`config.mk`:
```
export PLATFORM = sky130hd
export DESIGN_NAME = div_unit
export DESIGN_NICKNAME = d
export VERILOG_FILES = /design/src/rtl/div_unit.sv
export SDC_FILE = /design/constraint.sdc
export NUM_CORES = 1
export LEC_CHECK = 0
export BUFFER_PORTS_ARGS = -buffer_cell sky130_fd_sc_hd__buf_4
export CAP_MARGIN = 20
export CELL_PAD_IN_SITES_DETAIL_PLACEMENT = 1
export CELL_PAD_IN_SITES_GLOBAL_PLACEMENT = 2
export CORE_MARGIN = 2
export CORE_UTILIZATION = 39
export CTS_CLUSTER_SIZE = 16
export DETAILED_ROUTE_END_ITERATION = 10
export HOLD_SLACK_MARGIN = 0.12
export PLACE_DENSITY = 0.92
export SYNTH_ARGS = -nofsm -noshare
export SYNTH_HDL_FRONTEND = slang
export SYNTH_SLANG_ARGS = --single-unit
```
`constraint.sdc`:
```
create_clock -name clk -period 6.95 [get_ports clk]
set_input_delay 1.0425 -clock clk [delete_from_list [all_inputs] [get_ports clk]]
set_output_delay 1.0425 -clock clk [all_outputs]
set_load 0.005 [all_outputs]
```
`src/rtl/div_unit.sv`:
```
// Multi-cycle 32-bit radix-2 restoring divider (DIV/DIVU) for the execute stage.
// Optional build macro DIV_EARLY_OUT_EN: skip iteration when |dividend| < |divisor|.
module div_unit (
  input  logic        clk,
  input  logic        rst,
  input  logic        signed_div_i,
  input  logic [31:0] opdata1_i,
  input  logic [31:0] opdata2_i,
  input  logic        start_i,
  input  logic        annul_i,
  output logic [63:0] result_o,
  output logic        ready_o
);

  typedef enum logic [1:0] {FREE, BYZERO, ON, END} state_t;

  state_t      state;
  logic [5:0]  cnt;
  logic [31:0] rem;
  logic [31:0] quo;
  logic [31:0] dvs;
  logic        sign_r;
  logic        sign_q;

  function automatic logic [31:0] neg_if(input logic neg, input logic [31:0] v);
    return neg ? (~v + 32'd1) : v;
  endfunction

  logic signed [31:0] op1_s;
  logic signed [31:0] op2_s;
  logic        sgn1;
  logic        sgn2;
  logic [31:0] mag1;
  logic [31:0] mag2;
  logic        accept;
  logic        early;
  logic [32:0] shifted;
  logic [32:0] trial;

  assign op1_s  = opdata1_i;
  assign op2_s  = opdata2_i;
  assign sgn1   = signed_div_i & (op1_s < 0);
  assign sgn2   = signed_div_i & (op2_s < 0);
  assign mag1   = neg_if(sgn1, opdata1_i);
  assign mag2   = neg_if(sgn2, opdata2_i);
  assign accept = (state == FREE) && start_i && !annul_i;

`ifdef DIV_EARLY_OUT_EN
  assign early = (mag1 < mag2);
`else
  assign early = 1'b0;
`endif

  // Trial subtraction on the shifted {rem, quo} pair; bit 32 set means it went negative
  assign shifted = {rem, quo[31]};
  assign trial   = shifted - {1'b0, dvs};

  always_ff @(posedge clk or negedge rst) begin
    if (!rst) begin
      state    <= FREE;
      cnt      <= 6'd0;
      result_o <= 64'h0;
      ready_o  <= 1'b0;
    end else begin
      case (state)
        FREE: begin
          if (accept) begin
            if (opdata2_i == 32'h0) begin
              state <= BYZERO;
            end else if (early) begin
              result_o <= {opdata1_i, 32'h0};
              ready_o  <= 1'b1;
              state    <= END;
            end else begin
              cnt   <= 6'd0;
              state <= ON;
            end
          end
        end
        BYZERO: begin
          if (annul_i) begin
            state <= FREE;
          end else begin
            result_o <= 64'h0;
            ready_o  <= 1'b1;
            state    <= END;
          end
        end
        ON: begin
          if (annul_i) begin
            state <= FREE;
          end else if (cnt == 6'd32) begin
            result_o <= {neg_if(sign_r, rem), neg_if(sign_q, quo)};
            ready_o  <= 1'b1;
            state    <= END;
          end else begin
            cnt <= cnt + 6'd1;
          end
        end
        END: begin
          if (!start_i) begin
            result_o <= 64'h0;
            ready_o  <= 1'b0;
            state    <= FREE;
          end
        end
        default: state <= FREE;
      endcase
    end
  end

  // Datapath registers carry no reset; they are always loaded on acceptance
  always_ff @(posedge clk) begin
    if (accept) begin
      rem    <= 32'h0;
      quo    <= mag1;
      dvs    <= mag2;
      sign_r <= sgn1;
      sign_q <= sgn1 ^ sgn2;
    end else if ((state == ON) && (cnt < 6'd32)) begin
      rem <= trial[32] ? shifted[31:0] : trial[31:0];
      quo <= {quo[30:0], ~trial[32]};
    end
  end

endmodule
```
==> impl_metrics.xml, run 1 <==
<?xml version="1.0" encoding="UTF-8"?>
<metrics>
  <group name="yosys">
    <metric name="dominantRegCellSynth" unit="">sky130_fd_sc_hd__dfrtp_1</metric>
    <metric name="post_synth_edffs" unit="">66</metric>
    <metric name="ys_types" unit="">58</metric>
    <metric name="synthesis.area_per_instance" unit="sq um">8.73</metric>
    <metric name="ys_ff_latch" unit="">171</metric>
    <metric name="asyncSetResetFlopFracSynth" unit="">0.427</metric>
    <metric name="post_synth_instance_area" unit="sq mm">0.0107</metric>
    <metric name="yosysSeqAreaShare" unit="">0.416</metric>
    <metric name="ys_warn_count" unit="">0</metric>
    <metric name="synth.net_count" unit="">1339</metric>
    <metric name="postSynthCellCount" unit="">1227</metric>
  </group>
  <group name="timing">
    <metric name="timing.setup.tns" unit="ns">0</metric>
    <metric name="fmax" unit="MHz">256</metric>
    <metric name="clock_skew" unit="ns">0.00968</metric>
    <metric name="finalSetupViolations" unit="">0</metric>
    <metric name="min_period" unit="ns">3.90</metric>
    <metric name="timing_worst_slew_pin_value" unit="ns">1.00</metric>
    <metric name="slew-limit-headroom" unit="">0.332</metric>
    <metric name="min_period_over_period" unit="">0.561</metric>
    <metric name="timing.final.ws_setup" unit="ns">3.05</metric>
    <metric name="setup_repair_after_global_routing_missed_its_margin" unit="">no</metric>
    <metric name="finalHoldViolCount" unit="">0</metric>
    <metric name="report.final.slew_viol_count" unit="">0</metric>
  </group>
  <group name="clocking">
    <metric name="tritoncts_num_sinks" unit="">171</metric>
    <metric name="clock-root-buffer" unit="">sky130_fd_sc_hd__clkbuf_16</metric>
    <metric name="cts.hold.buffers_added" unit="">0</metric>
    <metric name="cts_inserted_buffers" unit="">17</metric>
    <metric name="cts-root-to-sink-buffers" unit="">2</metric>
    <metric name="clkTransAtPathRegs" unit="ns">0.07</metric>
    <metric name="cts_post_setup_buffers_inserted" unit="">0</metric>
    <metric name="htree_levels" unit="">4</metric>
    <metric name="clk_latency" unit="ns">0.43</metric>
    <metric name="cts_resizes" unit="">0</metric>
    <metric name="tritoncts" unit="">yes</metric>
  </group>
  <group name="global_routing">
    <metric name="grt_start_max_net_pins" unit="">75</metric>
    <metric name="vias_in_the_first_global_route" unit="">9042</metric>
    <metric name="gr-total-overflow" unit="">0</metric>
    <metric name="grt_use_total" unit="">0.204</metric>
    <metric name="grt_first_pass_wirelength" unit="microns">47100</metric>
    <metric name="grt_antenna_before_repair" unit="">0</metric>
  </group>
  <group name="detailed_routing">
    <metric name="drt-vias-per-instance" unit="">5.43</metric>
    <metric name="totalWireLength" unit="microns">28900</metric>
    <metric name="postRouteAntennaNets" unit="">0</metric>
    <metric name="vias" unit="">9159</metric>
    <metric name="drt_first_pass_iters" unit="">4</metric>
    <metric name="detail_route.wl_per_cell" unit="microns">17.1</metric>
    <metric name="first_iter_violations" unit="">484</metric>
    <metric name="drt_drc_violations_left" unit="">0</metric>
  </group>
  <group name="setup_path">
    <metric name="critPathKind" unit="">reg -&gt; reg</metric>
    <metric name="critPathTopFamily" unit="">compound AO/OA/AOI/OAI gates</metric>
    <metric name="worst-path-max-fanout" unit="">59</metric>
    <metric name="critPathCaptureType" unit="">flip-flop</metric>
    <metric name="crit_path_max_incr_delay" unit="ns">0.45</metric>
    <metric name="cp_cell_sequence" unit="">inv_1 &gt; ha_1 &gt; fa_1 &gt; nand2b_1 &gt; a21oi_1 &gt; o2111ai_1 &gt; a31oi_1 &gt; a21oi_1 &gt; a21oi_1 &gt; a21boi_0 &gt; xor2_4 &gt; buf_4 &gt; mux2i_1 &gt; o21ai_0</metric>
    <metric name="timing.critical_path.arrival" unit="ns">4.18</metric>
    <metric name="critical-path-slowest-cell" unit="">sky130_fd_sc_hd__buf_4</metric>
    <metric name="required_time_worst_endpoint" unit="ns">7.23</metric>
    <metric name="critical_path.n_buffers_inverters" unit="">2</metric>
    <metric name="startpoint_type" unit="">flip-flop</metric>
    <metric name="critPathMostFrequentCell" unit="">sky130_fd_sc_hd__a21oi_1</metric>
  </group>
  <group name="power_and_ir_drop">
    <metric name="pwr-share-seq" unit="">0.373</metric>
    <metric name="power.net_switching" unit="mW">1.98</metric>
    <metric name="power.internal" unit="mW">2.65</metric>
    <metric name="totalPowerFinal" unit="mW">4.62</metric>
    <metric name="comb_power_share" unit="">0.424</metric>
    <metric name="p_clk_frac" unit="">0.203</metric>
    <metric name="power.ir.vdd_worst" unit="mV">0.191</metric>
    <metric name="leakage" unit="nW">5.43</metric>
    <metric name="power.density_cell_area" unit="mW/mm^2">366</metric>
    <metric name="sw_frac_of_total" unit="">0.428</metric>
  </group>
  <group name="finish">
    <metric name="final_net_count" unit="">1446</metric>
    <metric name="area_growth_syn_to_layout" unit="%">17.8</metric>
    <metric name="finish.cell_count_without_fillers" unit="">1688</metric>
    <metric name="antenna_cells" unit="">0</metric>
    <metric name="layout-drive-gt1-share" unit="">0.143</metric>
    <metric name="final_core_util" unit="">0.468</metric>
  </group>
  <group name="floorplanning">
    <metric name="design.die.area" unit="sq mm">0.0288</metric>
    <metric name="core_area" unit="sq mm">0.0270</metric>
    <metric name="boundaryPins" unit="">134</metric>
    <metric name="rows" unit="">60</metric>
    <metric name="die_y" unit="microns">170</metric>
    <metric name="die_w" unit="microns">170</metric>
    <metric name="start_util" unit="">0.397</metric>
  </group>
  <group name="placement">
    <metric name="gp_congestion" unit="">0.829</metric>
    <metric name="buffer_ports.inserted" unit="">133</metric>
    <metric name="placement.setup.worst_slack" unit="ns">2.88</metric>
    <metric name="detailed_place_hpwl" unit="microns">22400</metric>
    <metric name="dp.cells" unit="">1655</metric>
  </group>
  <group name="job">
    <metric name="max_cap_viol_count" unit="">0</metric>
  </group>
  <group name="outcome">
    <metric name="status" unit="">finished clean</metric>
  </group>
  <group name="hold_path">
    <metric name="hp-class" unit="">reg -&gt; reg</metric>
  </group>
</metrics>
## cell families (layout without fill, tap and decap cells)
kind of cell               count (synthesis)  after routing  synth area share
muxes                                      3              3           0.00280
buffers and inverters                    113            233            0.0403
DFF                                      171            171             0.416
xor gates and xnor gates                 153            153             0.125
adders and majority gates                 43             43            0.0509
and+or+nand+nor                          418            418             0.179
AOI/OAI and AO/OA                        326            326             0.186
## flip-flops by register name, indices dropped and copies added (netlist names)
name / cells
cnt: 6
dvs: 32
quo: 32
ready_o: 1
rem: 32
result_o: 64
sign_q: 1
sign_r: 1
state: 2
## cells in the final DEF (no fill, tap or decap), types with 11 or more instances in the layout
master,Yosys,final
sky130_fd_sc_hd__inv_1,58,58
sky130_fd_sc_hd__o31ai_1,23,23
sky130_fd_sc_hd__o21ai_0,144,144
sky130_fd_sc_hd__ha_1,42,42
sky130_fd_sc_hd__dfxtp_1,32,32
sky130_fd_sc_hd__nand2_1,213,213
sky130_fd_sc_hd__edfxtp_1,66,66
sky130_fd_sc_hd__o41ai_1,22,22
sky130_fd_sc_hd__nand4_1,11,11
sky130_fd_sc_hd__buf_4,0,141
sky130_fd_sc_hd__a21oi_1,64,64
sky130_fd_sc_hd__nor2_1,59,58
sky130_fd_sc_hd__nand3_1,35,34
sky130_fd_sc_hd__nor3_1,19,19
sky130_fd_sc_hd__o311ai_0,23,23
sky130_fd_sc_hd__clkbuf_16,0,17
sky130_fd_sc_hd__nand2b_1,23,23
sky130_fd_sc_hd__dfrtp_1,73,73
sky130_fd_sc_hd__xnor2_1,64,64
sky130_fd_sc_hd__xor2_1,89,88
## worst register-to-register path, delay by kind of cell, from the launching register on
family          cells  cell delay [ns]
compound gates      7             1.58
xor+xnor            1             0.17
fa+ha+maj           2             0.62
buf+inv             2             0.51
flops               1             0.39
mux                 1             0.28
simple gates        1             0.18
## power groups by stage
stage,combinational [mW],clock [mW],sequential [mW]
after floorplan,1.35,0,1.63
after global placement,1.89,0,1.73
after detailed placement,1.95,0,1.74
after CTS,1.96,0.954,1.72
after global routing,2.23,0.991,1.77
final,1.96,0.938,1.72
## cells in the mapped netlist, types with 3 or more instances
cell type | instances | area (sq um)
sky130_fd_sc_hd__a211oi_1 | 5 | 37.5
sky130_fd_sc_hd__a21boi_0 | 5 | 37.5
sky130_fd_sc_hd__a21o_1 | 6 | 45.0
sky130_fd_sc_hd__a21oi_1 | 64 | 320
sky130_fd_sc_hd__a31oi_1 | 8 | 50.1
sky130_fd_sc_hd__a32oi_1 | 5 | 43.8
sky130_fd_sc_hd__and2_1 | 5 | 31.3
sky130_fd_sc_hd__and3_1 | 3 | 18.8
sky130_fd_sc_hd__clkbuf_1 | 52 | 195
sky130_fd_sc_hd__dfrtp_1 | 73 | 1830
sky130_fd_sc_hd__dfxtp_1 | 32 | 641
sky130_fd_sc_hd__edfxtp_1 | 66 | 1980
sky130_fd_sc_hd__ha_1 | 42 | 526
sky130_fd_sc_hd__inv_1 | 58 | 218
sky130_fd_sc_hd__mux2i_1 | 3 | 30.0
sky130_fd_sc_hd__nand2_1 | 213 | 800
sky130_fd_sc_hd__nand2b_1 | 23 | 144
sky130_fd_sc_hd__nand3_1 | 35 | 175
sky130_fd_sc_hd__nand4_1 | 11 | 68.8
sky130_fd_sc_hd__nor2_1 | 59 | 221
sky130_fd_sc_hd__nor2b_1 | 3 | 18.8
sky130_fd_sc_hd__nor3_1 | 19 | 95.1
sky130_fd_sc_hd__nor4_1 | 9 | 56.3
sky130_fd_sc_hd__o211ai_1 | 3 | 22.5
sky130_fd_sc_hd__o21ai_0 | 144 | 721
sky130_fd_sc_hd__o21bai_1 | 5 | 37.5
sky130_fd_sc_hd__o311ai_0 | 23 | 201
sky130_fd_sc_hd__o31ai_1 | 23 | 173
sky130_fd_sc_hd__o41ai_1 | 22 | 193
sky130_fd_sc_hd__or2_2 | 7 | 43.8
sky130_fd_sc_hd__or3_1 | 10 | 62.6
sky130_fd_sc_hd__or4_1 | 9 | 67.6
sky130_fd_sc_hd__xnor2_1 | 64 | 561
sky130_fd_sc_hd__xor2_1 | 89 | 780
## final timing paths
check	startpoint	end	slack, ns	depth (start not counted)
hold / removal	result_o[8]$_DFFE_PN0P_	result_o[8]$_DFFE_PN0P_	0.48	2
setup / recovery	quo[31]$_DFFE_PP_	rem[18]$_SDFFE_PP0P_	3.05	14
min in group asynchronous	rst	result_o[21]$_DFFE_PN0P_	0.73	1
hold reg to reg	result_o[8]$_DFFE_PN0P_	result_o[8]$_DFFE_PN0P_	0.48	2
setup reg to reg	quo[31]$_DFFE_PP_	rem[18]$_SDFFE_PP0P_	3.05	14
max in group asynchronous	rst	cnt[5]$_DFFE_PN0P_	5.58	1
## routing by layer
layer / GRT usage / part of all wire / vias to the layer above
met5: 0 / 0 / -
met4: 0.0517 / 0.011 / 0
met3: 0.0240 / 0.036 / 18
met2: 0.332 / 0.45 / 171
met1: 0.291 / 0.50 / 4417
li1: - / - / 4553
## layout make-up
type / instances / area [sq um]
sequential: 171 / 4450
clock inverter: 15 / 150
timing repair buffer: 142 / 1090
inverter: 59 / 221
multi-input combinational: 943 / 5850
fill: 3183 / 14300
clock buffer: 17 / 425
tap: 341 / 427
## through the flow
step	area [sq um]	hold slack, ns
2_1_floorplan	10700	0.463
3_3_place_gp	12000	0.459
3_5_place_dp	12000	0.471
4_1_cts	12600	0.488
5_1_grt	12600	0.509
6_report	12600	0.481
Power figures use the tool's default switching activity.
==> run 2, diff against run 1 <==
Settings changed: CORE_UTILIZATION 39 to 32, PLACE_DENSITY 0.92 to 0.81.
Clock period 6.95 ns to 3.5 ns, I/O delays scaled along.
==> run 2 against run 1 <==
- non-clock buffer count up 37
- combinational power up 110%
- first-iteration DRC count down 2.5%
- via count up 0.17%
- maximum frequency up 20%
- critical path depth down 1
- register-to-register slack worse by 2.8 ns
- power up 100%
- sequential share of layout area down 1.1 points
- utilization down 7.0 points
- flip-flop and latch count unchanged
- largest power group unchanged
- sequential power up 95%
==> impl_metrics.xml, run 2 (synthesis gave the netlist of run 1 again) <==
<?xml version="1.0" encoding="UTF-8"?>
<metrics>
  <group name="outcome">
    <metric name="status" unit="">finished clean</metric>
  </group>
  <group name="clocking">
    <metric name="cts-root-to-sink-buffers" unit="">2</metric>
    <metric name="cts_inserted_buffers" unit="">17</metric>
    <metric name="clk_latency" unit="ns">0.44</metric>
    <metric name="cts_post_setup_buffers_inserted" unit="">0</metric>
    <metric name="tritoncts_num_sinks" unit="">171</metric>
    <metric name="clkTransAtPathRegs" unit="ns">0.07</metric>
    <metric name="tritoncts" unit="">yes</metric>
    <metric name="htree_levels" unit="">4</metric>
    <metric name="clock-root-buffer" unit="">sky130_fd_sc_hd__clkbuf_16</metric>
  </group>
  <group name="timing">
    <metric name="fmax" unit="MHz">307</metric>
    <metric name="report.final.slew_viol_count" unit="">0</metric>
    <metric name="setup_repair_after_global_routing_missed_its_margin" unit="">no</metric>
    <metric name="min_period_over_period" unit="">0.931</metric>
    <metric name="slew-limit-headroom" unit="">0.345</metric>
    <metric name="timing_worst_slew_pin_value" unit="ns">0.982</metric>
    <metric name="timing.final.ws_setup" unit="ns">0.242</metric>
    <metric name="finalSetupViolations" unit="">0</metric>
    <metric name="min_period" unit="ns">3.26</metric>
    <metric name="timing.setup.tns" unit="ns">0</metric>
    <metric name="clock_skew" unit="ns">0.0129</metric>
    <metric name="hold_slack" unit="ns">0.239</metric>
    <metric name="finalHoldViolCount" unit="">0</metric>
  </group>
  <group name="placement">
    <metric name="gp_congestion" unit="">0.829</metric>
    <metric name="detailed_place_hpwl" unit="microns">24100</metric>
    <metric name="placement.setup.worst_slack" unit="ns">0.0992</metric>
    <metric name="buffer_ports.inserted" unit="">133</metric>
  </group>
  <group name="floorplanning">
    <metric name="core_area" unit="sq mm">0.0328</metric>
    <metric name="die_y" unit="microns">187</metric>
    <metric name="die_w" unit="microns">187</metric>
    <metric name="design.die.area" unit="sq mm">0.0349</metric>
    <metric name="rows" unit="">66</metric>
    <metric name="start_util" unit="">0.327</metric>
    <metric name="boundaryPins" unit="">134</metric>
  </group>
  <group name="setup_path">
    <metric name="required_time_worst_endpoint" unit="ns">3.81</metric>
    <metric name="timing.critical_path.arrival" unit="ns">3.57</metric>
    <metric name="worst-path-max-fanout" unit="">37</metric>
    <metric name="critPathKind" unit="">reg -&gt; reg</metric>
    <metric name="worstRegToRegCells" unit="">13</metric>
    <metric name="startpoint_type" unit="">flip-flop</metric>
    <metric name="critPathCaptureType" unit="">flip-flop</metric>
  </group>
  <group name="detailed_routing">
    <metric name="detail_route.wl_per_cell" unit="microns">17.0</metric>
    <metric name="first_iter_violations" unit="">472</metric>
    <metric name="drt_first_pass_iters" unit="">4</metric>
    <metric name="totalWireLength" unit="microns">31100</metric>
    <metric name="vias" unit="">9175</metric>
    <metric name="drt-vias-per-instance" unit="">5.02</metric>
    <metric name="postRouteAntennaNets" unit="">0</metric>
    <metric name="drt_drc_violations_left" unit="">0</metric>
  </group>
  <group name="job">
    <metric name="max_cap_viol_count" unit="">0</metric>
  </group>
  <group name="finish">
    <metric name="antenna_cells" unit="">0</metric>
    <metric name="layout_common_cells" unit="">sky130_fd_sc_hd__nand2_1, sky130_fd_sc_hd__buf_4, sky130_fd_sc_hd__o21ai_0</metric>
    <metric name="largest_reg_flops" unit="">64</metric>
    <metric name="fill_cells" unit="">3905</metric>
    <metric name="final_common_cell" unit="">sky130_fd_sc_hd__nand2_1</metric>
    <metric name="area_growth_syn_to_layout" unit="%">21.7</metric>
    <metric name="final_net_count" unit="">1483</metric>
    <metric name="largest-register" unit="">result_o</metric>
    <metric name="final_core_util" unit="">0.397</metric>
    <metric name="layout-drive-gt1-share" unit="">0.166</metric>
  </group>
  <group name="global_routing">
    <metric name="grt_start_max_net_pins" unit="">75</metric>
    <metric name="grt_first_pass_wirelength" unit="microns">51000</metric>
    <metric name="vias_in_the_first_global_route" unit="">9438</metric>
    <metric name="gr-total-overflow" unit="">0</metric>
    <metric name="grt_use_total" unit="">0.181</metric>
    <metric name="grt_antenna_before_repair" unit="">0</metric>
  </group>
  <group name="power_and_ir_drop">
    <metric name="totalPowerFinal" unit="mW">9.44</metric>
    <metric name="comb_power_share" unit="">0.443</metric>
    <metric name="pwr-share-seq" unit="">0.354</metric>
    <metric name="power.density_cell_area" unit="mW/mm^2">725</metric>
    <metric name="p_clk_frac" unit="">0.202</metric>
    <metric name="power.net_switching" unit="mW">4.01</metric>
    <metric name="leakage" unit="nW">5.64</metric>
    <metric name="sw_frac_of_total" unit="">0.425</metric>
    <metric name="power.ir.vdd_worst" unit="mV">0.423</metric>
    <metric name="power.internal" unit="mW">5.43</metric>
  </group>
  <group name="hold_path">
    <metric name="hp-class" unit="">in -&gt; async</metric>
  </group>
</metrics>
## run 2: power by group through the flow
| stage | clock network [mW] | registers (mW) | logic [mW] |
|---|---|---|---|
| after floorplan | 0 | 3.24 | 2.68 |
| after global placement | 0 | 3.36 | 4.10 |
| after detailed placement | 0 | 3.38 | 4.21 |
| after CTS | 1.97 | 3.34 | 4.24 |
| after global routing | 2.04 | 3.42 | 4.78 |
| final | 1.91 | 3.35 | 4.19 |
## run 2: final timing paths
path / from / end / slack, ns
setup / recovery: quo[31]$_DFFE_PP_ / rem[1]$_SDFFE_PP0P_ / 0.24
hold / removal: rst / result_o[18]$_DFFE_PN0P_ / 0.24
setup reg to reg: quo[31]$_DFFE_PP_ / rem[1]$_SDFFE_PP0P_ / 0.24
hold reg to reg: result_o[18]$_DFFE_PN0P_ / result_o[18]$_DFFE_PN0P_ / 0.48
max in group asynchronous: rst / result_o[50]$_DFFE_PN0P_ / 2.61
min in group clk: opdata2_i[0] / dvs[0]$_DFFE_PP_ / 0.32
## run 2: timing repair
item                       4_1_cts  5_1_grt
setup endpoints to repair        0       31
gates resized for setup          0        6
hold buffers                     0        0
## run 2: final cells by class
type	instances	area [sq um]	share of cell area
Multi-Input combinational cell	943	5860	0.449
Sequential cell	171	4450	0.341
Timing Repair Buffer	179	1370	0.105
Tap cell	442	553	0.0424
Clock buffer	18	429	0.0329
Inverter	59	223	0.0171
Clock inverter	14	151	0.0116
## run 2: critical path, stage by stage (launching register included)
cell and delay, ns:
sky130_fd_sc_hd__edfxtp_1 0.35, sky130_fd_sc_hd__inv_1 0.05, sky130_fd_sc_hd__ha_1 0.22, sky130_fd_sc_hd__fa_1 0.40, sky130_fd_sc_hd__nand2b_1 0.18, sky130_fd_sc_hd__a21oi_1 0.18
sky130_fd_sc_hd__o2111ai_1 0.22, sky130_fd_sc_hd__a31oi_1 0.25, sky130_fd_sc_hd__a21oi_1 0.16, sky130_fd_sc_hd__a21oi_2 0.19, sky130_fd_sc_hd__a21boi_1 0.15, sky130_fd_sc_hd__xor2_4 0.21
sky130_fd_sc_hd__buf_12 0.20, sky130_fd_sc_hd__o311ai_0 0.34
## run 2: per-stage QoR
stage | cell area [sq um] | cells
3_5_place_dp | 12400 | 1794
5_1_grt | 13000 | 1826
6_report | 13000 | 1826
3_3_place_gp | 12400 | 1794
2_1_floorplan | 10700 | 1227
4_1_cts | 13000 | 1826
## run 2: metal layers
layer  up-vias  share of wire  global-route usage
met4         0          0.011              0.0440
met3        19          0.038              0.0253
met5         -              0                   0
met2       150           0.43               0.268
li1       4645              -                   -
met1      4361           0.52               0.274
